===== src/rtl/layer2_result_collector.sv =====
// layer2_result_collector
// Consumer end of the layer-2 8-lane conv MAC array. It accumulates GROUPS
// per-beat lane outputs into one pixel, then saturates each lane to 16 bits
// and optionally applies ReLU. The eight results are packed into a 128-bit
// word and handed downstream over a valid/ready handshake.
//
// Ports
//   clk, rst                      clock, synchronous active-high reset
//   in_valid / in_ready           beat handshake from the MAC array
//   in_channel1..in_channel8      signed Q5.10 lane results
//   out_valid / out_ready         word handshake to the output buffer
//   out_data                      lane1 in [127:112] ... lane8 in [15:0]
//   out_group_cnt                 beats accumulated so far for the current word
module layer2_result_collector #(
    parameter int unsigned WORDLENGTH = 16,
    parameter int unsigned GROUPS     = 4,
    parameter int unsigned ACC_WIDTH  = 20,
    parameter int unsigned RELU_EN    = 1
) (
    input  logic                    clk,
    input  logic                    rst,
    input  logic                    in_valid,
    output logic                    in_ready,
    input  logic [WORDLENGTH-1:0]   in_channel1,
    input  logic [WORDLENGTH-1:0]   in_channel2,
    input  logic [WORDLENGTH-1:0]   in_channel3,
    input  logic [WORDLENGTH-1:0]   in_channel4,
    input  logic [WORDLENGTH-1:0]   in_channel5,
    input  logic [WORDLENGTH-1:0]   in_channel6,
    input  logic [WORDLENGTH-1:0]   in_channel7,
    input  logic [WORDLENGTH-1:0]   in_channel8,
    output logic                    out_valid,
    input  logic                    out_ready,
    output logic [8*WORDLENGTH-1:0] out_data,
    output logic [3:0]              out_group_cnt
);

    localparam int unsigned LANES = 8;
    localparam int unsigned CNT_W = 4;
    localparam int unsigned EXT_W = ACC_WIDTH - WORDLENGTH;

    localparam logic signed [ACC_WIDTH-1:0] SAT_MAX = ACC_WIDTH'((1 << (WORDLENGTH - 1)) - 1);
    localparam logic signed [ACC_WIDTH-1:0] SAT_MIN = ~SAT_MAX;

    typedef enum logic {
        S_ACC  = 1'b0,
        S_HOLD = 1'b1
    } state_t;

    state_t                      state;
    logic [WORDLENGTH-1:0]       lane_in [LANES];
    logic signed [ACC_WIDTH-1:0] acc     [LANES];
    logic signed [ACC_WIDTH-1:0] sum     [LANES];
    logic [8*WORDLENGTH-1:0]     word_c;
    logic                        last_beat;
    logic                        accept;
    logic                        final_beat;

    assign lane_in[0] = in_channel1;
    assign lane_in[1] = in_channel2;
    assign lane_in[2] = in_channel3;
    assign lane_in[3] = in_channel4;
    assign lane_in[4] = in_channel5;
    assign lane_in[5] = in_channel6;
    assign lane_in[6] = in_channel7;
    assign lane_in[7] = in_channel8;

    // Saturate an accumulated lane to WORDLENGTH bits, then optionally clamp negatives.
    function automatic logic [WORDLENGTH-1:0] saturate(input logic signed [ACC_WIDTH-1:0] v);
        logic [WORDLENGTH-1:0] r;
        if (v > SAT_MAX) begin
            r = SAT_MAX[WORDLENGTH-1:0];
        end else if (v < SAT_MIN) begin
            r = SAT_MIN[WORDLENGTH-1:0];
        end else begin
            r = v[WORDLENGTH-1:0];
        end
        if ((RELU_EN != 0) && r[WORDLENGTH-1]) begin
            r = '0;
        end
        return r;
    endfunction

    assign out_valid  = (state == S_HOLD);
    assign last_beat  = (out_group_cnt == CNT_W'(GROUPS - 1));
    // Only a final beat that would overwrite an unconsumed word is held off.
    assign in_ready   = !(out_valid && !out_ready && last_beat);
    assign accept     = in_valid && in_ready;
    assign final_beat = accept && last_beat;

    // Running sums including the current beat, plus the packed word they would produce.
    always_comb begin
        word_c = '0;
        for (int i = 0; i < LANES; i++) begin
            sum[i] = acc[i] + $signed({{EXT_W{lane_in[i][WORDLENGTH-1]}}, lane_in[i]});
            word_c[(LANES-1-i)*WORDLENGTH +: WORDLENGTH] = saturate(sum[i]);
        end
    end

    // Accumulators, output word and ACC/HOLD state.
    always_ff @(posedge clk) begin
        if (rst) begin
            state         <= S_ACC;
            out_data      <= '0;
            out_group_cnt <= '0;
            for (int i = 0; i < LANES; i++) begin
                acc[i] <= '0;
            end
        end else begin
            if (accept) begin
                if (last_beat) begin
                    out_data      <= word_c;
                    out_group_cnt <= '0;
                    for (int i = 0; i < LANES; i++) begin
                        acc[i] <= '0;
                    end
                end else begin
                    out_group_cnt <= out_group_cnt + CNT_W'(1);
                    for (int i = 0; i < LANES; i++) begin
                        acc[i] <= sum[i];
                    end
                end
            end

            // A final beat landing with the consume keeps HOLD: no bubble between words.
            case (state)
                S_ACC:   if (final_beat) state <= S_HOLD;
                S_HOLD:  if (out_ready && !final_beat) state <= S_ACC;
                default: state <= S_ACC;
            endcase
        end
    end

endmodule


===== config.mk =====
export PLATFORM = sky130hd
export DESIGN_NAME = layer2_result_collector
export DESIGN_NICKNAME = d
export VERILOG_FILES = /design/src/rtl/layer2_result_collector.sv
export SDC_FILE = /design/constraint.sdc
export NUM_CORES = 1
export LEC_CHECK = 0
export CAP_MARGIN = 20
export CORE_MARGIN = 2
export CORE_UTILIZATION = 55
export CTS_CLUSTER_SIZE = 30
export DETAILED_ROUTE_END_ITERATION = 10
export HOLD_SLACK_MARGIN = 0.02
export PLACE_DENSITY_LB_ADDON = 0.25
export REMOVE_ABC_BUFFERS = 1
export SLEW_MARGIN = 20
export SYNTH_ARGS = -nofsm -noshare
export SYNTH_HDL_FRONTEND = slang
export SYNTH_SLANG_ARGS = --single-unit
export TNS_END_PERCENT = 1

===== constraint.sdc =====
create_clock -name clk -period 4.23 [get_ports clk]
set_input_delay 0.423 -clock clk [delete_from_list [all_inputs] [get_ports clk]]
set_output_delay 0.423 -clock clk [all_outputs]
set_load 0.05 [all_outputs]

==> out/summary.txt, run 1 <==
Synth top cells by count: nor2_1, ha_1, dfxtp_1, a21oi_1, nand2_1
hold_buf cts: 0
Final Wtd Congestion: 0.943
max-cap viol count: 0
synthesized flop and latch total: 285
Root Driver: clkbuf_16
Final Core Density: 69.0%
slew margin rel.: 29.1%
Synth top area share: 23.8%
Area Growth Syn to Fin: 23.3%
vias in the first global route: 15100
Die Y: 183 um
Ports: 266
Netlist cell types: 77
crit path time final: 3.49 ns
Final Slew Violations: 0
HP Class: in -> reg
Synth Instances: 1909
WL final: 46400 um
Synth warnings: 0
Worst-Skew Late Latency: 0.51 ns
DR WL/cell: 17.9 um
DRC violations left: 0
Hold Fails Final Rpt: 0
H-tree depth: 2
Static Leak: 8.78 nW
antenna-violating nets left: 0
clock sink count: 285
mean area per synthesized cell: 9.27 um2
share of cells above drive strength 1: 5.09%
FMAX: 287 MHz
grt ovf: 0
largest net degree at the start of global routing: 68
Initial Util: 55.9%
final-report setup violation count: 0
Synth area leader: edfxtp_1
port bufs: 257
CTS tree: yes
Final Cycle Share: 82.5%
worst path required time: 4.59 ns
VDD IR-drop max: 0.000260 V
DIE AREA: 0.0336 mm2
register area share after synthesis: 40.2%
Post-synth EDFFs: 140
Pwr Total: 0.00892 W
unrepaired setup endpoints after global routing: no
Worst Skew: 0.0168 ns
DPL Wire Length: 32600 um
CTS clk-pin slew, worst paths: 0.06 ns
first-pass GRT wire length: 74700 um
initial antenna violation count: 4
nets@finish: 2447
# Post-CTS Setup Buffers: 0
CP Launch Type: flop
first-pass iteration count of the detailed router: 5
Cell Area, Synth: 0.0177 mm2
Core Rows: 65
Die Wd: 183 um
synth top area cells: edfxtp_1, dfxtp_1, ha_1, nor2_1, a211oi_1
Worst-Margin Slew: 1.06 ns
Initial DRC Count: 1006
maximum root-to-sink buffer count: 3
CP endpoint kind: flop
setup_tns: 0 ns
ys async rst share: 0%
GRT Total Usage: 27.1%
via count: 15200
status: completed
ys flop type: dfxtp_1
pwr dens: 409 mW/mm2
count leader, synth: nor2_1
post-cts sizing count: 0
via/cell ratio: 5.89
Core ar.: 0.0316 mm2
CTS buffer count: 35
Setup Crit Path Kind: reg -> reg
CP arrival: 3.85 ns
CP max FO: 15
-- final timing paths --
check / start / end / slack, ns / depth (start not counted)
max reg2reg: acc[1][0]$_SDFFCE_PN0P_ / out_data[61]$_SDFFE_PP0P_ / 0.74 / 12
max: acc[1][0]$_SDFFCE_PN0P_ / out_data[61]$_SDFFE_PP0P_ / 0.74 / 12
min reg2reg: acc[0][16]$_SDFFE_PP0P_ / acc[0][16]$_SDFFE_PP0P_ / 0.46 / 2
min: rst / out_valid$_SDFF_PP0_ / 0.42 / 2
-- registers in the layout, indices dropped and copies added (netlist names) --
| name | count |
|---|---|
| out_valid | 1 |
| out_group_cnt | 4 |
| acc | 160 |
| out_data | 120 |
-- power by group --
group          switching [W]  internal (W)  total, W
Combinational        0.00161       0.00114   0.00275
Clock                0.00116       0.00179   0.00295
Sequential         0.0000832       0.00314   0.00322
-- cell usage in the layout, fill, tap and decap left out, types with 62 or more instances in the layout --
master	n
nor2_1	285
clkdlybuf4s50_1	256
ha_1	153
dfxtp_1	145
nand2_1	142
a21oi_1	142
edfxtp_1	140
a211oi_1	96
xor2_1	78
a21o_1	64
xnor2_1	62
-- kinds of logic (layout without fill, tap and decap cells) --
family                     count (synthesis)  after routing  synth area share, %
buffers and inverters                    123            387                 2.94
other                                      1             11               0.0212
xor gates and xnor gates                 140            140                 6.93
and+or+nand+nor                          678            678                 17.9
muxes                                      2              2                0.113
AOI/OAI and AO/OA                        519            519                 20.2
adders and majority gates                161            161                 11.7
DFF                                      285            285                 40.2
-- critical path: stages, from the launching register on --
cell	delay (ns)
edfxtp_1	0.39
ha_1	0.22
fa_1	0.44
a211oi_1	0.47
o21ai_1	0.19
nor2b_1	0.17
o21ai_1	0.27
o31ai_1	0.15
a311oi_1	0.38
o211ai_1	0.16
o22ai_1	0.16
buf_4	0.25
a211oi_1	0.10
-- cell type report --
type	instances	area, um2
multi-input combinational	1508	10100
fill	2451	9820
sequential	285	7110
timing repair buffer	281	2780
clock buffer	55	1060
tap	402	503
inverter	43	161
clock inverter	8	65.1
antenna	3	7.51
-- through the flow --
| stage | setup slack (ns) | std cells | area [um2] | hold slack, ns |
|---|---|---|---|---|
| after floorplan | -3.61 | 1836 | 17400 | 0.440 |
| after CTS | 0.819 | 2582 | 21800 | 0.391 |
| after detailed placement | 0.362 | 2519 | 20700 | 0.454 |
| final | 0.742 | 2585 | 21800 | 0.415 |
| after global placement | 0.450 | 2519 | 20700 | 0.445 |
| after global routing | 0.552 | 2582 | 21800 | 0.411 |
-- per-layer routing --
layer | vias to the layer above | share of wire (%) | GRT usage, %
met5 | - | 0.028 | 0
met4 | 2 | 2.7 | 8.32
met3 | 87 | 7.3 | 5.94
met2 | 489 | 47 | 45.8
met1 | 7199 | 43 | 34.6
li1 | 7448 | - | -
Note: power is estimated with default switching activity, not from simulation.
==> run 2, diff against run 1 <==
Clock period 4.23 ns to 3.6 ns, I/O delays scaled along.
==> run 2 against run 1 <==
Compared with the run above: via count rose by 0.99%; clock power is 16% higher; combinational power up 22%; first-iteration DRC count up 2.5%.
==> out/summary.txt, run 2 (synthesis gave the netlist of run 1 again) <==
hold_buf cts: 0 (unchanged)
reg-to-reg critical path startpoint: acc[0][61]$_SDFFCE_PN0P_
Pwr Total: 0.0106 W (+19%)
initial antenna violation count: 5 (+1)
max FFs per register: 160 (unchanged)
Static Leak: 8.95 nW (+1.9%)
crit path time final: 3.38 ns (-0.109 ns)
Final Wtd Congestion: 0.937 (-0.58%)
Setup Crit Path Kind: reg -> reg
Die Wd: 183 um (unchanged)
DIE AREA: 0.0336 mm2 (unchanged)
CP Launch Type: flop
max-cap viol count: 0 (unchanged)
Worst-Margin Slew: 0.958 ns (-0.105 ns)
grt ovf: 0 (unchanged)
CTS tree: yes
H-tree depth: 2 (unchanged)
WL final: 46800 um (+0.96%)
status: completed
maximum root-to-sink buffer count: 3 (unchanged)
Largest regs: acc x160, out_data x120, out_group_cnt x4
DRC violations left: 0 (unchanged)
Final Slew Violations: 0 (unchanged)
DPL Wire Length: 33000 um (+1.0%)
worst path required time: 3.99 ns (-0.60 ns)
pwr dens: 478 mW/mm2 (+17%)
Die Y: 183 um (unchanged)
Ports: 266 (unchanged)
Core ar.: 0.0316 mm2 (unchanged)
largest net degree at the start of global routing: 70 (+2.9%)
CP endpoint kind: flop
via/cell ratio: 5.86 (-0.47%)
Hold Fails Final Rpt: 0 (unchanged)
final-report setup violation count: 0 (unchanged)
first-pass iteration count of the detailed router: 5 (unchanged)
most frequent cells in the layout: nor2_1, clkdlybuf4s50_1, ha_1
share of cells above drive strength 1: 6.40% (+1.3 points)
most common library cell in the layout ignoring fill and taps: nor2_1
nets@finish: 2485 (+1.6%)
Core Rows: 65 (unchanged)
reg2reg setup slack: 0.22 ns (-0.52 ns)
GRT Total Usage: 27.5% (+0.41 points)
final instance area: 0.0221 mm2 (+1.5%)
Initial Util: 55.9% (unchanged)
Initial DRC Count: 1031 (+2.5%)
slew margin rel.: 36.1% (+7.0 points)
vias in the first global route: 15400 (+1.9%)
Worst Setup SP: acc[0][61]$_SDFFCE_PN0P_
port bufs: 257 (unchanged)
crit path capture: out_data[70]$_SDFFE_PP0P_
CTS buffer count: 34 (-2.9%)
Worst-Skew Late Latency: 0.52 ns (about the same)
first-pass GRT wire length: 75800 um (+1.5%)
r2r endpoint: out_data[70]$_SDFFE_PP0P_
Worst Reg-to-Reg Cells: 10 (-2)
unrepaired setup endpoints after global routing: no
antenna-violating nets left: 0 (unchanged)
DR WL/cell: 17.8 um (-0.50%)
post-cts sizing count: 0 (unchanged)
HP Class: in -> reg
Root Driver: clkbuf_16
# Post-CTS Setup Buffers: 0 (unchanged)
FMAX: 296 MHz (+3.2%)
via count: 15400 (+0.99%)
VDD IR-drop max: 0.000365 V (+40%)
CTS clk-pin slew, worst paths: 0.06 ns (about the same)
Worst Skew: 0.0259 ns (+0.00902 ns)
Area after DPL: 0.0210 mm2 (+1.7%)
CP max FO: 15 (unchanged)
Area Growth Syn to Fin: 25.1%
Final Cycle Share: 93.8% (+11 points)
CP arrival: 3.77 ns (-0.08 ns)
largest register by flop count: acc
clock sink count: 285 (unchanged)
==> run 2: cell count changes in the layout (fill, tap and decap cells not counted) <==
cell       previous run  this run
buf_4                23        58
clkbuf_8              7         1
buf_12                2         6
clkbuf_1             11        15
clkinv_2              7         3
clkinv_1              0         3
bufinv_16             1         2
clkbuf_16            37        38
nand2b_2              1         2
nand2b_4              3         2
==> run 2: layer usage <==
layer / global-route usage (%) / vias to the layer above / share of wire (%)
met1: 35.1 / 7274 / 43
met5: 0 / - / 0.064
met4: 9.34 / 4 / 2.9
met3: 5.32 / 102 / 6.6
li1: - / 7518 / -
met2: 46.7 / 478 / 47
==> run 2: worst min path at each step <==
stage | from | depth (start not counted) | to
global route | rst | 2 | out_group_cnt[0]$_SDFFE_PP0P_
global placement | acc[0][5]$_SDFFE_PP0P_ | 2 | acc[0][5]$_SDFFE_PP0P_
detailed placement | acc[0][11]$_SDFFE_PP0P_ | 2 | acc[0][11]$_SDFFE_PP0P_
CTS | rst | 2 | out_group_cnt[0]$_SDFFE_PP0P_
finish | rst | 2 | out_group_cnt[0]$_SDFFE_PP0P_
floorplan | rst | 1 | out_group_cnt[1]$_SDFFE_PP0P_
==> run 2: area by class of cell <==
| class | count | area, um2 |
|---|---|---|
| Inverter | 43 | 161 |
| Clock inverter | 8 | 86.3 |
| Clock buffer | 54 | 1020 |
| Tap cell | 402 | 503 |
| Multi-Input combinational cell | 1508 | 10100 |
| Antenna cell | 3 | 7.51 |
| Timing Repair Buffer | 320 | 3120 |
| Fill cell | 2384 | 9500 |
| Sequential cell | 285 | 7110 |
==> run 2: critical path: stages (launching register included) <==
cell	delay (ns)
edfxtp_1	0.43
ha_1	0.30
a21oi_1	0.28
o2111ai_1	0.29
a41oi_2	0.30
nor3_1	0.08
or2_2	0.31
xnor2_1	0.19
and2_1	0.62
nand2b_1	0.10
a311oi_1	0.34
==> run 2: power breakdown <==
part	internal (W)	switching, W	total [W]
clock	0.00209	0.00134	0.00343
sequential	0.00369	0.0000970	0.00379
combinational	0.00142	0.00194	0.00336
total	0.00720	0.00338	0.0106
==> run 2: metrics by stage <==
stage / utilization [%] / hold slack [ns] / TNS (ns) / setup slack [ns] / std cells
5_1_grt: 69.9 / 0.444 / 0 / 0.0692 / 2621
6_report: 70.0 / 0.427 / 0 / 0.222 / 2623
2_1_floorplan: - / 0.429 / -432.26 / -4.24 / 1836
3_5_place_dp: 66.4 / 0.454 / -4.02 / -0.251 / 2558
3_3_place_gp: 66.4 / 0.445 / -0.269 / -0.0341 / 2558
4_1_cts: 69.9 / 0.415 / 0 / 0.119 / 2620
==> run 3, diff against run 2 <==
Settings changed: CTS_CLUSTER_SIZE 30 to 12.
==> run 3 against run 2 <==
Compared with the run above: sequential power about the same; clock skew down 0.0049 ns; via count up 0.52%; utilization up 0.14 points; routed wire length about the same; non-clock buffer count unchanged; clock-buffer cell count down 1.
==> out/summary.txt, run 3 (synthesis gave the netlist of run 1 again) <==
Initial DRC Count: 1082 (+4.9%)
most frequent cells in the layout: nor2_1, clkdlybuf4s50_1, ha_1
Core Rows: 65 (unchanged)
Final Cycle Share: 93.1% (-0.74 points)
Die Wd: 183 um (unchanged)
max-cap viol count: 0 (unchanged)
max FFs per register: 160 (unchanged)
setup_tns: 0 ns (unchanged)
Core ar.: 0.0316 mm2 (unchanged)
Worst-Margin Slew: 0.965 ns (+0.00623 ns)
H-tree depth: 2 (unchanged)
clock sink count: 285 (unchanged)
initial antenna violation count: 4 (-1)
# Post-CTS Setup Buffers: 0 (unchanged)
Area Growth Syn to Fin: 25.3%
Ports: 266 (unchanged)
final-report setup violation count: 0 (unchanged)
Final Wtd Congestion: 0.937 (unchanged)
Final Core Density: 70.1% (+0.14 points)
slew margin rel.: 35.7% (-0.42 points)
pre-CTS setup slack: -0.251 ns (unchanged)
Final Slew Violations: 0 (unchanged)
DPL Wire Length: 33000 um (unchanged)
Worst-Skew Late Latency: 0.52 ns (about the same)
CP arrival: 3.75 ns (-0.02 ns)
status: completed
unrepaired setup endpoints after global routing: no
via count: 15500 (+0.52%)
DR WL/cell: 17.9 um (about the same)
CTS clk-pin slew, worst paths: 0.06 ns (about the same)
CTS tree: yes
Root Driver: clkbuf_16
CP Launch Type: flop
CTS buffer count: 34 (unchanged)
first-pass GRT wire length: 75700 um (-0.17%)
CP endpoint kind: flop
via/cell ratio: 5.90 (+0.60%)
first-pass iteration count of the detailed router: 5 (unchanged)
grt ovf: 0 (unchanged)
HP Class: in -> reg
vias in the first global route: 15400 (+0.13%)
nets@finish: 2485 (unchanged)
VDD IR-drop max: 0.000367 V (+0.55%)
setup ws final: 0.248 ns (+0.0266 ns)
DRC violations left: 0 (unchanged)
crit path time final: 3.35 ns (-0.0266 ns)
antenna-violating nets left: 0 (unchanged)
maximum root-to-sink buffer count: 3 (unchanged)
largest net degree at the start of global routing: 70 (unchanged)
post-cts sizing count: 0 (unchanged)
pwr dens: 483 mW/mm2 (+0.97%)
most common library cell in the layout ignoring fill and taps: nor2_1
port bufs: 257 (unchanged)
Hold Fails Final Rpt: 0 (unchanged)
share of cells above drive strength 1: 6.50% (+0.093 points)
Die Y: 183 um (unchanged)
Largest regs: acc x160, out_data x120, out_group_cnt x4
Initial Util: 55.9% (unchanged)
Final Non-Filler Cells: 2621 (-0.076%)
largest register by flop count: acc
dpl cells: 2558 (unchanged)
Setup Crit Path Kind: reg -> reg
filler instances: 2377 (-0.29%)
Static Leak: 8.98 nW (+0.28%)
Worst Skew: 0.0210 ns (-0.00490 ns)
FMAX: 298 MHz (+0.79%)
WL final: 46800 um (about the same)
CP max FO: 15 (unchanged)
hold_buf cts: 0 (unchanged)
GRT Total Usage: 27.4% (-0.088 points)
DIE AREA: 0.0336 mm2 (unchanged)
worst path required time: 4.00 ns (about the same)
[run 3: through the flow]
step	total power, W	hold WS, ns	cell area [um2]
floorplan	0.00618	0.429	17400
global placement	0.00704	0.445	21000
detailed placement	0.00713	0.454	21000
CTS	0.0107	0.393	22200
global route	0.0112	0.430	22200
finish	0.0107	0.410	22200
[run 3: final timing paths]
path / from / to / slack [ns] / cells after the start
worst max-delay path: acc[0][61]$_SDFFCE_PN0P_ / out_data[70]$_SDFFE_PP0P_ / 0.25 / 10
worst min-delay path: rst / out_group_cnt[0]$_SDFFE_PP0P_ / 0.41 / 2
worst min register to register: acc[0][11]$_SDFFE_PP0P_ / acc[0][11]$_SDFFE_PP0P_ / 0.46 / 2
worst max register to register: acc[0][61]$_SDFFCE_PN0P_ / out_data[70]$_SDFFE_PP0P_ / 0.25 / 10
[run 3: where the power goes]
group          internal (W)  switching (W)  total (W)
registers           0.00369      0.0000961    0.00378
clock network       0.00219        0.00137    0.00356
logic               0.00142        0.00194    0.00336
[run 3: layout make-up]
type | instances | area [um2] | area share, %
Inverter | 43 | 161 | 0.728
Clock inverter | 8 | 85.1 | 0.384
Sequential cell | 285 | 7110 | 32.0
Clock buffer | 53 | 1070 | 4.82
Multi-Input combinational cell | 1508 | 10100 | 45.7
Tap cell | 402 | 503 | 2.27
Antenna cell | 2 | 5.00 | 0.0226
Timing Repair Buffer | 320 | 3120 | 14.1
[run 3: worst max-delay path, stage by stage, from the launching register on]
cell       delay (ns)
edfxtp_1         0.43
ha_1             0.30
a21oi_1          0.27
o2111ai_1        0.29
a41oi_2          0.30
nor3_1           0.08
or2_2            0.31
xnor2_1          0.18
and2_1           0.61
nand2b_1         0.10
a311oi_1         0.35
[run 3: metal layers]
metal  GRT usage (%)  up-vias  part of all wire [%]
met5               0        -                 0.056
met4            8.61        4                   2.7
li1                -     7511                     -
met3            5.24       99                   6.5
met2            46.7      496                    47
met1            35.2     7346                    44
